**config.mk**
```make
export PLATFORM = sky130hd
export DESIGN_NAME = regfile32x32
export DESIGN_NICKNAME = d
export VERILOG_FILES = /design/src/rtl/regfile32x32_pkg.sv /design/src/rtl/decoder5to32.sv /design/src/rtl/regfile32x32.sv
export SDC_FILE = /design/constraint.sdc
export NUM_CORES = 2
export LEC_CHECK = 0
export ABC_AREA = 1
export CORE_ASPECT_RATIO = 1.25
export CORE_MARGIN = 3
export CORE_UTILIZATION = 40
export CTS_CLUSTER_DIAMETER = 60
export CTS_CLUSTER_SIZE = 16
export DETAILED_ROUTE_END_ITERATION = 16
export GPL_ROUTABILITY_DRIVEN = 1
export GPL_TIMING_DRIVEN = 0
export PLACE_DENSITY = 0.65
export SLEW_MARGIN = 40
export SYNTH_ARGS = -nofsm -noshare
export SYNTH_HDL_FRONTEND = slang
export SYNTH_SLANG_ARGS = --single-unit
```
**constraint.sdc**
```tcl
create_clock -name clk -period 3.3 [get_ports clk]
set_input_delay 0.66 -clock clk [delete_from_list [all_inputs] [get_ports clk]]
set_output_delay 0.66 -clock clk [all_outputs]
set_load 0.1 [all_outputs]
```
**src/rtl/regfile32x32_pkg.sv**
```systemverilog
// Shared definitions for the 32x32 register file: data and index widths,
// the hardwired-zero register index and the matching typedefs.
package regfile32x32_pkg;

  localparam int REGFILE_DATA_W = 32;
  localparam int REGFILE_IDX_W  = 5;

  localparam logic [REGFILE_IDX_W-1:0] REG_ZERO = 5'd0;

  typedef logic [REGFILE_IDX_W-1:0]  reg_idx_t;
  typedef logic [REGFILE_DATA_W-1:0] data_t;

endpackage

```
**src/rtl/decoder5to32.sv**
```systemverilog
// Write-address decoder: turns a 5-bit register index into 32 one-hot lines.
module decoder5to32
  import regfile32x32_pkg::*;
(
  input  reg_idx_t    S,
  output logic [31:0] m
);

  // Exactly one output line is raised, the one selected by S.
  always_comb begin
    m    = '0;
    m[S] = 1'b1;
  end

endmodule

```
**src/rtl/regfile32x32.sv**
```systemverilog
// 32-entry x DATA_W register file, two asynchronous read ports, one write port.
// r0 is hardwired to zero. Optional macro REGFILE_BYPASS_EN makes the read ports
// forward the write data in the same cycle (write-first); without it reads
// return the stored value until the write edge (read-before-write).
module regfile32x32
  import regfile32x32_pkg::*;
#(
  parameter int DATA_W = REGFILE_DATA_W,
  parameter int NREGS  = 32
) (
  input  logic              clk,
  input  logic              rst_n,
  input  logic              we,
  input  reg_idx_t          waddr,
  input  logic [DATA_W-1:0] wdata,
  input  reg_idx_t          raddr1,
  input  reg_idx_t          raddr2,
  output logic [DATA_W-1:0] rdata1,
  output logic [DATA_W-1:0] rdata2
);

  logic [NREGS-1:0]  dec_lines;
  logic [NREGS-1:0]  en;
  logic [DATA_W-1:0] regs [NREGS];

  decoder5to32 u_wdec (
    .S (waddr),
    .m (dec_lines)
  );

  // Gate each one-hot line with we; r0 can never be enabled.
  always_comb begin
    en    = dec_lines & {NREGS{we}};
    en[0] = 1'b0;
  end

  // Storage: async clear has priority, otherwise the single enabled register loads wdata.
  always_ff @(posedge clk or negedge rst_n) begin
    if (!rst_n) begin
      for (int k = 0; k < NREGS; k++) begin
        regs[k] <= '0;
      end
    end else begin
      for (int k = 1; k < NREGS; k++) begin
        if (en[k]) begin
          regs[k] <= wdata;
        end
      end
    end
  end

  // Read port 1: index 0 always reads zero; optional same-cycle forwarding of wdata.
  always_comb begin
    rdata1 = '0;
    if (raddr1 != REG_ZERO) begin
      rdata1 = regs[raddr1];
    end
`ifdef REGFILE_BYPASS_EN
    if (rst_n && we && (waddr != REG_ZERO) && (raddr1 == waddr)) begin
      rdata1 = wdata;
    end
`endif
  end

  // Read port 2: same behaviour as port 1, fully independent of it.
  always_comb begin
    rdata2 = '0;
    if (raddr2 != REG_ZERO) begin
      rdata2 = regs[raddr2];
    end
`ifdef REGFILE_BYPASS_EN
    if (rst_n && we && (waddr != REG_ZERO) && (raddr2 == waddr)) begin
      rdata2 = wdata;
    end
`endif
  end

endmodule

```
After elaboration in Yosys (flattened, before gate mapping). Index checks and enable logic that the tools add are counted.

Muxes and demuxes: 10. Reduce and logical (&&, ||, !) cells: 3. Bitwise logic cells: 3. Order comparisons: 4.

Operators by type and width (number): $bmux W32 S5 (2); $mux W32 (6); $and A32 B32 Y32 (1); $ge A6 B6 Y1 const B (2); $not A5 Y6 (2); $reduce_bool A5 Y1 (2); $lt A5 B6 Y1 const B (1); $demux W1 S5 (1); $ge A5 B1 Y1 const B (1); $logic_and A1 B1 Y1 (1); $mux W1 (1).

Bits of input ports: 50. Output and inout port bits: 64. Bits in registers: 992.

Longest topological paths before layout.
Depth in word-level cells: 5. Gate-level depth with buffers: 14. Mapped depth without buffers: 11.

Hierarchy. From an unflattened synthesis, not the netlist that was laid out.

Cell total of the unflattened synthesis: 8919. Area, all modules: 58078.2 um^2.

Modules (own cells, without submodules): regfile32x32 (cells an instance 8869, sequential area each 24823.8 um^2, instances 1, area each 57883.0 um^2); decoder5to32 (cells an instance 50, sequential area each 0.0 um^2, instances 1, area each 195.2 um^2).

Worst setup path before layout. OpenSTA, ideal clock, no wires.

Kind: input-to-output. Start: input raddr1[0]. End: output rdata1[1]. Arrival: 2553 ps. Buffers on the path: 3. Stages on the path: 14. Setup slack: 87 ps. Cell sequence: buf_2 inv_2 clkbuf_1 clkbuf_1 nand2_1 nand2_1 nand2_1 nand2_1 nand2_1 nand2_1 inv_1 nand2_1 nand2_1 nand2_1.

Word-level cells in the longest chain between the ends: 5.

Ends and longest elaborated chain: start: declaration (line regfile32x32.sv:16) `input reg_idx_t raddr1,`; $not A5 Y6 (implied by the code) (line regfile32x32.sv:56) `rdata1 = regs[raddr1];`; $bmux W32 S5 (line regfile32x32.sv:56); $mux W32 (implied by the code) (2 in a row) (line regfile32x32.sv:56); $mux W32 (*) (line regfile32x32.sv:55) `if (raddr1 != REG_ZERO) begin`; end: declaration (line regfile32x32.sv:18) `output logic [DATA_W-1:0] rdata1,`.

Every way passes the cells marked *; elsewhere a longest branch is shown, timed or not. The select of a mux whose other input is x is not followed.

Worst setup path in the final report.
Start: input raddr1[1]. End: output rdata1[14].

The elaborated chain is that of the path after synthesis.

==> flow_summary_export.csv <==
group,metric,value,unit
die,core_area,142000,sq um
sta,fmax,296,MHz
global_route,grt_pass1_vias,59500,
setup_path,endpoint_kind,"primary output",
cts,h-tree-depth,3,
setup_path,worstPathMaxFanout,10,
drt,totalWireLength,309,mm
outcome,violations,"setup timing",
logic_synthesis,synth_nets,8913,
drt,routed-via-count,63200,
power_and_ir_drop,finalPower,38.9,mW
finish,largestRegisters,"regs: 992 flops",
cts,cts.clk_slew.worst_paths,0.07,ns
setup_path,crit_type,"in -> out",
finish,largest_reg_flops,992,
power_and_ir_drop,p_leak,34.3,nW
drt,maxUsedRoutingLayer,"met5",
setup_path,worst_ep_required_time,2.64,ns
logic_synthesis,avgSynthCellArea,6.48,sq um
cts,cts_root_buf,"clkbuf_16",
die,ioPinCount,114,
logic_synthesis,synthDistinctLibCells,19,
drt,wl_per_cell,27.9,microns
finish,drive_gt1_share,9.01,%
sta,tns,-0.707,ns
placed_design,numPortBuffers,106,
cts,cts.sinks,992,
sta,hold_violations,0,
sta,setup_slack,-0.0790,ns
cts,clock_latency,0.77,ns
placed_design,post-place-ws,-1.59,ns
drt,wl_met2,132,mm
setup_path,crit_start,"raddr1[1]",
cts,cts_buffer_depth,3,
setup_path,cp-start-kind,"input pin",
finish,final_nets,9168,
finish,fillers,14800,
global_route,grt_overflow,0,
die,initial_core_util,40.5,%
global_route,grt_usage,40.9,%
global_route,grt_max_degree,112,
logic_synthesis,yosysWarnings,32,
drt,first_iter_violations,8846,
finish,area_growth,17.8,%
die,die-area,148000,sq um
placed_design,dp_hpwl,230,mm
sta,fin_skew,0,ns
logic_synthesis,syn_inst,8863,
sta,tightest_slew,1.05,ns
sta,timing.final.max_slew_violations,0,
setup_path,r2r_slack,2.52,ns
setup_path,r2r-end,"regs[307]",
setup_path,arrival,2.72,ns
placed_design,gp_congestion,1.05,
logic_synthesis,syn_area,57400,sq um
setup_path,reg2reg_depth,2,
drt,avgViaCountPerCell,5.70,
drt,drc,0,
sta,min_period,3.38,ns
power_and_ir_drop,p_per_area,575,nW/um^2
sta,maxSlewHeadroom,30.3,%
die,fp.dieW,345,microns
logic_synthesis,ys_ff_latch,992,
sta,setup_viol,31,
hold_path,hold_path.class,"in -> async",
die,die_y,430,microns
sta,rsz0062_at_grt,"yes",
setup_path,rr_startpoint,"regs[307]",
drt,wl_met1,113,mm
drt,route.met3.wl,33.9,mm
cts,cts_buffers,102,
logic_synthesis,seq_area_frac_synth,43.2,%
drt,dr.pass1.iters,9,
drt,antenna_left,0,
die,placementRows,154,
sta,finalCritPeriodShare,102,%
power_and_ir_drop,ir_worst_vdd,0.000520,V
finish,regMostFlops,"regs",
outcome,outcome,"finished, violations left",
global_route,antenna_found_initial,13,
job,cap_violations,0,
global_route,grt_pass1_wl,432,mm
cts,cts_tree,"yes",
==> power breakdown <==
part           switching [mW]  internal [mW]
sequential               1.80           14.5
combinational            6.95           3.27
clock                    5.95           6.51
total                    14.7           24.2
==> timing repair <==
item / in CTS / in global routing
setup buffers: 11 / 4
gates resized for setup: 747 / 214
pin swaps: 9 / 8
hold buffers: 1 / 0
endpoints found under the setup margin: 64 / 64
endpoints found under the hold margin: 29 / 0
cloned: 2 / 1
==> kinds of logic (layout without fill, tap and decap cells) <==
group | count (synthesis) | after routing | share of synthesized area, %
and+or+nand+nor | 5184 | 5184 | 36.6
buffers and inverters | 1513 | 1849 | 9.99
AOI/OAI and AO/OA | 1174 | 1174 | 10.2
DFF | 992 | 992 | 43.2
other | 0 | 11 | 0
==> area by class of cell <==
| class | count | area (sq um) | share of cell area, % |
|---|---|---|---|
| Multi-Input combinational cell | 6358 | 27300 | 40.4 |
| Sequential cell | 992 | 24800 | 36.7 |
| Buffer | 689 | 4380 | 6.48 |
| Inverter | 823 | 3120 | 4.62 |
| Clock buffer | 121 | 2750 | 4.06 |
| Tap cell | 1872 | 2340 | 3.46 |
| Timing Repair Buffer | 150 | 2160 | 3.20 |
| Clock inverter | 64 | 704 | 1.04 |
| Antenna cell | 11 | 27.5 | 0.0407 |
| Timing Repair inverter | 2 | 10.0 | 0.0148 |
==> layer usage <==
layer  track usage (%)  vias to the layer above
li1                  -                    28200
met1              49.5                    29800
met2              60.7                     3977
met3              11.3                     1085
met4              33.2                        8
met5                 0                        -
==> Yosys cell counts <==
cell type	n	area share, %
a21oi_1	163	1.4
buf_1	67	0.44
buf_2	25	0.22
buf_4	4	0.052
buf_6	2	0.039
clkbuf_1	592	3.9
dfrtp_1	992	43
inv_1	814	5.3
inv_2	9	0.059
nand2_1	3888	25
nand3_1	1153	10
nor2_1	132	0.86
nor3_1	1	0.0087
nor3_2	5	0.087
nor3_4	2	0.057
nor3b_1	1	0.013
nor4_4	2	0.074
o21ai_0	619	5.4
o21ai_1	392	3.4
==> critical path: stages <==
cell and delay [ns]:
clkbuf_8 0.19, inv_6 0.17, clkbuf_8 0.27, buf_6 0.22, buf_16 0.20, nand2_1 0.07, nand3_1 0.08, nand3_1 0.07
nand2_1 0.06, nand2_1 0.21, nand2_2 0.22, buf_6 0.24
==> layout by cell type, fill, tap and decap left out, drive strengths merged <==
| cell | count |
|---|---|
| clkinvlp | 11 |
| inv | 845 |
| clkdlybuf4s50 | 38 |
| nor3 | 8 |
| nand3 | 1153 |
| clkinv | 27 |
| nor2 | 132 |
| nor4 | 2 |
| dfrtp | 992 |
| diode | 11 |
| bufinv | 6 |
| a21oi | 163 |
| nand2 | 3888 |
| nor3b | 1 |
| clkbuf | 662 |
| buf | 256 |
| dlygate4sd3 | 1 |
| o21ai | 1011 |
| clkdlybuf4s15 | 3 |
==> worst max path at each step <==
stage	endpoint	slack [ns]
after CTS	rdata2[23]	-0.02
after floorplan	rdata1[1]	0.09
after detailed placement	rdata1[31]	-1.59
final	rdata1[14]	-0.08
after global placement	regs[157]	-45.07
after global routing	rdata1[23]	-0.03
==> through the flow <==
stage          instances  util [%]  hold WS, ns  cell area, sq um
2_1_floorplan       8863         -        0.364             57400
3_3_place_gp       10800      42.9        0.467             60800
3_5_place_dp       10900      43.3        0.473             61400
4_1_cts            11100      47.3        0.361             67100
5_1_grt            11100      47.7        0.405             67600
6_report           11100      47.7        0.389             67700
Note: power is estimated with default switching activity, not from simulation.
